$ cat src/rtl/accel_spi_slave.sv
// accel_spi_slave: SPI mode-0 slave that exposes a small accelerometer-style
// register file. It holds ID bytes, free-running X/Y/Z samples that change only
// in measure mode, a POWER_CTL register and general read/write storage.
module accel_spi_slave #(
  parameter int ADDR_W        = 6,
  parameter int UPDATE_CYCLES = 1000
) (
  input  logic clk,
  input  logic reset,
  input  logic CS,
  input  logic SCLK,
  input  logic MOSI,
  output logic MISO
);

  typedef enum logic [2:0] {
    S_IDLE,
    S_CMD,
    S_ADDR,
    S_WRITE,
    S_READ,
    S_IGNORE
  } state_t;

  localparam int                DEPTH        = 1 << ADDR_W;
  localparam int                PW           = $clog2(UPDATE_CYCLES + 1);
  localparam logic [ADDR_W-1:0] L_PWR_ADDR   = ADDR_W'(8'h2D);
  localparam logic [PW-1:0]     L_PRESC_LAST = PW'(UPDATE_CYCLES - 1);

  state_t            r_state;
  state_t            w_nextState;

  logic [1:0]        r_csSync;
  logic [1:0]        r_sclkSync;
  logic [1:0]        r_mosiSync;
  logic              r_csPrev;
  logic              r_sclkPrev;

  logic [2:0]        r_bitCnt;
  logic [6:0]        r_shiftIn;
  logic [6:0]        r_shiftOut;
  logic              r_miso;
  logic              r_isRead;
  logic [ADDR_W-1:0] r_ptr;
  logic [7:0]        r_mem [DEPTH];

  logic [PW-1:0]     r_presc;
  logic [15:0]       r_x, r_y, r_z;
  logic [15:0]       r_snapX, r_snapY, r_snapZ;

  logic              w_csHigh;
  logic              w_csFall;
  logic              w_sclkRise;
  logic              w_sclkFall;
  logic              w_mosi;
  logic              w_byteDone;
  logic [7:0]        w_byte;
  logic [7:0]        w_ptr8;
  logic              w_writable;
  logic [7:0]        w_rdData;
  logic              w_measure;

  logic              w_cmdDone;
  logic              w_ptrLoad;
  logic              w_ptrInc;
  logic              w_wrEn;
  logic              w_outLoad;
  logic              w_outShift;

  // Bring the asynchronous SPI pins into the clk domain and keep one extra
  // stage of history so edges can be found on the synchronized levels.
  always_ff @(posedge clk or negedge reset) begin
    if (!reset) begin
      r_csSync   <= 2'b11;
      r_sclkSync <= 2'b00;
      r_mosiSync <= 2'b00;
      r_csPrev   <= 1'b1;
      r_sclkPrev <= 1'b0;
    end else begin
      r_csSync   <= {r_csSync[0], CS};
      r_sclkSync <= {r_sclkSync[0], SCLK};
      r_mosiSync <= {r_mosiSync[0], MOSI};
      r_csPrev   <= r_csSync[1];
      r_sclkPrev <= r_sclkSync[1];
    end
  end

  assign w_csHigh   = r_csSync[1];
  assign w_csFall   = r_csPrev & ~r_csSync[1];
  assign w_sclkRise = ~r_sclkPrev & r_sclkSync[1];
  assign w_sclkFall = r_sclkPrev & ~r_sclkSync[1];
  assign w_mosi     = r_mosiSync[1];
  assign w_byte     = {r_shiftIn, w_mosi};
  assign w_byteDone = w_sclkRise && !w_csHigh && (r_bitCnt == 3'd7);
  assign w_ptr8     = 8'(r_ptr);
  assign w_measure  = (r_mem[L_PWR_ADDR][1:0] == 2'b10);

  // ID bytes and sample bytes are read-only; everything else accepts writes.
  assign w_writable = !((w_ptr8 <= 8'h02) || ((w_ptr8 >= 8'h0E) && (w_ptr8 <= 8'h13)));

  // Register map read mux; sample bytes come from the snapshot taken at CS fall.
  always_comb begin
    w_rdData = r_mem[r_ptr];
    case (w_ptr8)
      8'h00:   w_rdData = 8'hAD;
      8'h01:   w_rdData = 8'h1D;
      8'h02:   w_rdData = 8'hF2;
      8'h0E:   w_rdData = r_snapX[7:0];
      8'h0F:   w_rdData = r_snapX[15:8];
      8'h10:   w_rdData = r_snapY[7:0];
      8'h11:   w_rdData = r_snapY[15:8];
      8'h12:   w_rdData = r_snapZ[7:0];
      8'h13:   w_rdData = r_snapZ[15:8];
      default: ;
    endcase
  end

  // Transaction state register.
  always_ff @(posedge clk or negedge reset) begin
    if (!reset) begin
      r_state <= S_IDLE;
    end else begin
      r_state <= w_nextState;
    end
  end

  // Next-state logic; CS high wins over any SCLK activity in the same cycle.
  always_comb begin
    w_nextState = r_state;
    if (w_csHigh) begin
      w_nextState = S_IDLE;
    end else begin
      case (r_state)
        S_IDLE: if (w_csFall) w_nextState = S_CMD;
        S_CMD: begin
          if (w_byteDone) begin
            if ((w_byte == 8'h0A) || (w_byte == 8'h0B)) begin
              w_nextState = S_ADDR;
            end else begin
              w_nextState = S_IGNORE;
            end
          end
        end
        S_ADDR:  if (w_byteDone) w_nextState = r_isRead ? S_READ : S_WRITE;
        default: ;
      endcase
    end
  end

  // Per-state control strobes for the pointer, storage and MISO shifter.
  always_comb begin
    w_cmdDone  = 1'b0;
    w_ptrLoad  = 1'b0;
    w_ptrInc   = 1'b0;
    w_wrEn     = 1'b0;
    w_outLoad  = 1'b0;
    w_outShift = 1'b0;
    if (!w_csHigh) begin
      case (r_state)
        S_CMD:  w_cmdDone = w_byteDone;
        S_ADDR: w_ptrLoad = w_byteDone;
        S_WRITE: begin
          w_ptrInc = w_byteDone;
          w_wrEn   = w_byteDone && w_writable;
        end
        S_READ: begin
          if (w_sclkFall) begin
            if (r_bitCnt == 3'd0) begin
              w_outLoad = 1'b1;
              w_ptrInc  = 1'b1;
            end else begin
              w_outShift = 1'b1;
            end
          end
        end
        default: ;
      endcase
    end
  end

  // Assemble MOSI bytes on SCLK rising edges; any idle period drops a partial byte.
  always_ff @(posedge clk or negedge reset) begin
    if (!reset) begin
      r_bitCnt  <= 3'd0;
      r_shiftIn <= 7'd0;
    end else if (w_csHigh || (r_state == S_IDLE)) begin
      r_bitCnt  <= 3'd0;
      r_shiftIn <= 7'd0;
    end else if (w_sclkRise) begin
      r_bitCnt  <= r_bitCnt + 3'd1;
      r_shiftIn <= w_byte[6:0];
    end
  end

  // Command latch, address pointer and the MISO output shifter.
  always_ff @(posedge clk or negedge reset) begin
    if (!reset) begin
      r_isRead   <= 1'b0;
      r_ptr      <= '0;
      r_shiftOut <= 7'd0;
      r_miso     <= 1'b0;
    end else begin
      if (w_cmdDone) r_isRead <= (w_byte == 8'h0B);
      if (w_ptrLoad) begin
        r_ptr <= w_byte[ADDR_W-1:0];
      end else if (w_ptrInc) begin
        r_ptr <= r_ptr + ADDR_W'(1);
      end
      if (w_outLoad) begin
        r_shiftOut <= w_rdData[6:0];
      end else if (w_outShift) begin
        r_shiftOut <= {r_shiftOut[5:0], 1'b0};
      end
      if (w_nextState != S_READ) begin
        r_miso <= 1'b0;
      end else if (w_outLoad) begin
        r_miso <= w_rdData[7];
      end else if (w_outShift) begin
        r_miso <= r_shiftOut[6];
      end
    end
  end

  assign MISO = r_miso;

  // Writable storage, including POWER_CTL; read-only locations never change here.
  always_ff @(posedge clk or negedge reset) begin
    if (!reset) begin
      for (int i = 0; i < DEPTH; i++) begin
        r_mem[i] <= 8'h00;
      end
    end else if (w_wrEn) begin
      r_mem[r_ptr] <= w_byte;
    end
  end

  // Sample generator: advances X/Y/Z once per prescaler wrap in measure mode only.
  always_ff @(posedge clk or negedge reset) begin
    if (!reset) begin
      r_presc <= '0;
      r_x     <= 16'd0;
      r_y     <= 16'd0;
      r_z     <= 16'd0;
    end else if (w_measure) begin
      if (r_presc == L_PRESC_LAST) begin
        r_presc <= '0;
        r_x     <= r_x + 16'd1;
        r_y     <= r_y + 16'd2;
        r_z     <= r_z - 16'd1;
      end else begin
        r_presc <= r_presc + PW'(1);
      end
    end
  end

  // Freeze the samples at CS fall so a burst read sees one consistent set.
  always_ff @(posedge clk or negedge reset) begin
    if (!reset) begin
      r_snapX <= 16'd0;
      r_snapY <= 16'd0;
      r_snapZ <= 16'd0;
    end else if ((r_state == S_IDLE) && w_csFall) begin
      r_snapX <= r_x;
      r_snapY <= r_y;
      r_snapZ <= r_z;
    end
  end

endmodule
$ cat config.mk
export PLATFORM = sky130hd
export DESIGN_NAME = accel_spi_slave
export DESIGN_NICKNAME = d
export VERILOG_FILES = /design/src/rtl/accel_spi_slave.sv
export SDC_FILE = /design/constraint.sdc
export NUM_CORES = 1
export LEC_CHECK = 0
export BUFFER_PORTS_ARGS = -buffer_cell sky130_fd_sc_hd__buf_2
export CAP_MARGIN = 20
export CORE_MARGIN = 5
export CORE_UTILIZATION = 45
export CTS_CLUSTER_SIZE = 14
export DETAILED_ROUTE_END_ITERATION = 7
export PLACE_DENSITY = 0.57
export RECOVER_POWER = 50
export SLEW_MARGIN = 20
export SYNTH_ARGS = -nofsm -noshare
export SYNTH_HDL_FRONTEND = slang
export SYNTH_SLANG_ARGS = --single-unit
export TNS_END_PERCENT = 10
$ cat constraint.sdc
create_clock -name clk -period 5.35 [get_ports clk]
set_input_delay 0.2675 -clock clk [delete_from_list [all_inputs] [get_ports clk]]
set_output_delay 0.2675 -clock clk [all_outputs]
set_load 0.01 [all_outputs]
==> run summary <==
Status - finished with violations
Failing checks - max-capacitance violations, max-slew violations
Drt first pass iters - 7
Power Density - 312 nW/um^2
DR vias/cell - 6.12
Achievable Freq - 251 MHz
Post-synth top area cell - dfrtp_1
Worst EP required - 5.81 ns
Crit path cell chain - inv_1, ha_1, or3_1, a22o_1, nor2_1, o2111ai_1, a211oi_1, a32oi_1
Post-DP HPWL - 52500 um
Core Region - 65500 um^2
Worst path max stage delay - 0.90 ns
Ys Warns - 0
Synth cell types - 76
Area contributors post-synth - dfrtp_1 (55%), mux2_2 (20%), mux2i_1 (2.5%)
Critical path startpoint category - register
Sequential cell area fraction in the yosys report - 0.552
Slew HR - -0.995
Synth Cell Area - 29600 um^2
# resized after CTS - 0
FILL cells - 5631
Vias in the first global route - 19628
Final Max Slew Viols - 160
Via Count - 19270
Total GRT Usage - 0.236
EDFF count, synth - 0
RSZ-0062 raised after global routing - false
Die area - 70900 um^2
Post-layout util - 0.500
Final standard cell area without fillers - 32700 um^2
Worst path top cell family by delay - compound AO/OA/AOI/OAI gates
Largest net degree at the start of global routing - 168
CP endpoint kind - register
Clock slew at reported path FFs - 0.06 ns
Die X-Extent - 266 um
Final std cells w/o fill - 3147
Ys async rst share - 1.00
Power, Total - 0.0102 W
Postcts setup bufs - 0
TritonCTS clock tree - built
Ys flop type - dfrtp_1
Syn Inst Count - 2309
Gr ovfl total - 0
Post-synthesis net count - 2325
Period Utilization, post-route - 0.744
Crit-path max FO - 48
Final Skew - 0.0285 ns
WL per Instance - 26.7 um
Initial antenna violation count - 0
Area Overhead vs Synth - 10.7%
CTS sink count - 652
Share of cells above drive strength 1 - 0.333
Setup TNS - 0 ns
H-tree levels - 3
Vert. Die Dim - 266 um
DR DRC count - 0
Endpoints failing hold - 0
Placer Congestion - 0.887
Starting Density - 0.451
Clk buf depth - 3
Antenna cells - 0
TritonCTS Buffers - 73
IO Pins - 6
Final nets - 2242
DP Cell Count - 3011
Worst-margin pin slew - 2.99 ns
Routed Wire Length - 84100 um
WP buf/inv - 1
Finish-stage setup viols - 0
Avg Synthesized Cell Area - 12.8 um^2
Critical path's slowest cell - dfrtp_4
#FFs+latches synth - 652
Area post-placement - 30300 um^2
Port bufs - 5
Synth top area share - 0.549
Root Buffer - clkbuf_16
MaxCap Viol Count - 2
Routed Antenna Nets - 0
Setup CP Type - register to register
Later-pin clock latency in the skew report - 0.62 ns
Row cnt - 94
Drt first-iter violations - 1787
Worst hold path type - primary input to register
Fin crit period - 3.98 ns
Global-route wire length before repair - 129000 um
R2R setup slack - 1.37 ns
Leakage - 15.3 nW
Peak supply drop - 0.285 mV
Worst path arrival time - 4.44 ns
synth_stat cells (11+ instances only):
master,number
a32oi_1,11
xor2_1,18
mux4_2,23
ha_1,11
nor3_1,12
mux2i_1,74
nand3_1,31
a22oi_1,42
buf_2,28
buf_1,13
nor2b_1,13
a221oi_1,40
inv_1,15
nand2b_1,15
mux2_2,534
dfrtp_1,649
a221o_1,17
a21oi_1,47
nand4_1,17
xnor2_1,32
o21ai_0,45
a22o_1,12
clkbuf_1,162
buf_4,12
nand2_1,140
o22ai_1,36
nor2_1,81
what timing repair did:
action                                  in CTS  in global routing
endpoints found under the setup margin       0                  0
hold endpoints to repair                   111                  0
hold buffers                                 4                  0
cell usage in the layout (no fill, tap or decap), types with 7 or more instances in the layout:
cell / n
dfrtp_1: 638
mux2_2: 534
nand2_1: 140
nor2_1: 79
clkbuf_16: 78
mux2i_1: 74
a21oi_1: 47
o21ai_0: 45
a22oi_1: 42
buf_4: 42
a221oi_1: 40
o22ai_1: 36
xnor2_1: 32
nand3_1: 30
mux4_2: 23
clkbuf_1: 20
xor2_1: 18
nand4_1: 17
a221o_1: 17
clkbuf_8: 16
nand2b_1: 15
inv_1: 14
clkinv_2: 13
nor3_1: 12
nor2b_1: 12
a22o_1: 12
a32oi_1: 11
ha_1: 11
and3_1: 9
and2_1: 9
o22a_1: 9
o221ai_1: 9
nor4_1: 8
a31oi_1: 8
a211oi_1: 8
dfrtp_2: 8
o2bb2ai_1: 7
per-layer routing:
metal / track usage / up-vias / part of all wire
li1: - / 8289 / -
met1: 0.347 / 10157 / 0.46
met2: 0.355 / 638 / 0.45
met3: 0.0442 / 186 / 0.059
met4: 0.0824 / 0 / 0.037
met5: 0 / - / 0
worst register-to-register path, cell delays in order (launching register included):
cell       delay [ns]
dfrtp_4          0.90
inv_1            0.21
ha_1             0.41
or3_1            0.40
a22o_1           0.25
nor2_1           0.58
o2111ai_1        0.33
a211oi_1         0.56
a32oi_1          0.19
area by class of cell:
| cell class | instances | area [um^2] | area share |
|---|---|---|---|
| clock buffers | 111 | 2240 | 0.0683 |
| flip-flops and latches | 652 | 16300 | 0.499 |
| multi-input cells | 1426 | 12300 | 0.376 |
| clock inverters | 21 | 224 | 0.00684 |
| well taps | 864 | 1080 | 0.0330 |
| inverters | 15 | 56.3 | 0.00172 |
| repair buffers | 58 | 487 | 0.0149 |
path summary, 6_finish.rpt:
| check | cells past startpoint | to | startpoint |
|---|---|---|---|
| max in group asynchronous | 3 | r_ptr[2] | reset |
| worst min register to register | 0 | r_mosiSync[1] | r_mosiSync[0] |
| worst max-delay path | 8 | r_shiftOut[3] | r_ptr[1] |
| worst min-delay path | 2 | r_sclkSync[0] | SCLK |
| worst max register to register | 8 | r_shiftOut[3] | r_ptr[1] |
| min in group asynchronous | 2 | r_mem[481] | reset |
report_power, final:
part / total, W / leakage (nW) / internal, W / switching, W
clock network: 0.00512 / 1.21 / 0.00308 / 0.00205
registers: 0.00494 / 9.07 / 0.00494 / 0.00000458
logic: 0.000144 / 5.00 / 0.0000207 / 0.000123
through the flow:
step                hold WS (ns)  setup WS, ns
finish                     0.291          1.37
global route               0.291          1.33
CTS                        0.263          1.53
detailed placement         0.339          1.54
global placement           0.335          1.57
floorplan                -0.0281          2.23
registers in the layout, summed over array words and instances, names as in the netlist:
signal and cells:
MISO 1, r_bitCnt 3, r_csPrev 1, r_csSync 2, r_isRead 1, r_mem 512, r_mosiSync 2, r_presc 10
r_ptr 6, r_sclkPrev 1, r_sclkSync 2, r_shiftIn 7, r_shiftOut 7, r_snapX 16, r_snapY 15, r_snapZ 16
r_state 3, r_x 16, r_y 15, r_z 16
logic make-up after synthesis:
kind of cell,after synthesis,share of synthesized area
flip-flops,652,0.552
multiplexers,632,0.246
AND/OR/NAND/NOR,393,0.0666
AO/OA/AOI/OAI,340,0.0835
buffers and inverters,231,0.0323
XOR/XNOR,50,0.0148
adder cells (fa/ha/maj),11,0.00465
(Power assumes the default switching activity.)
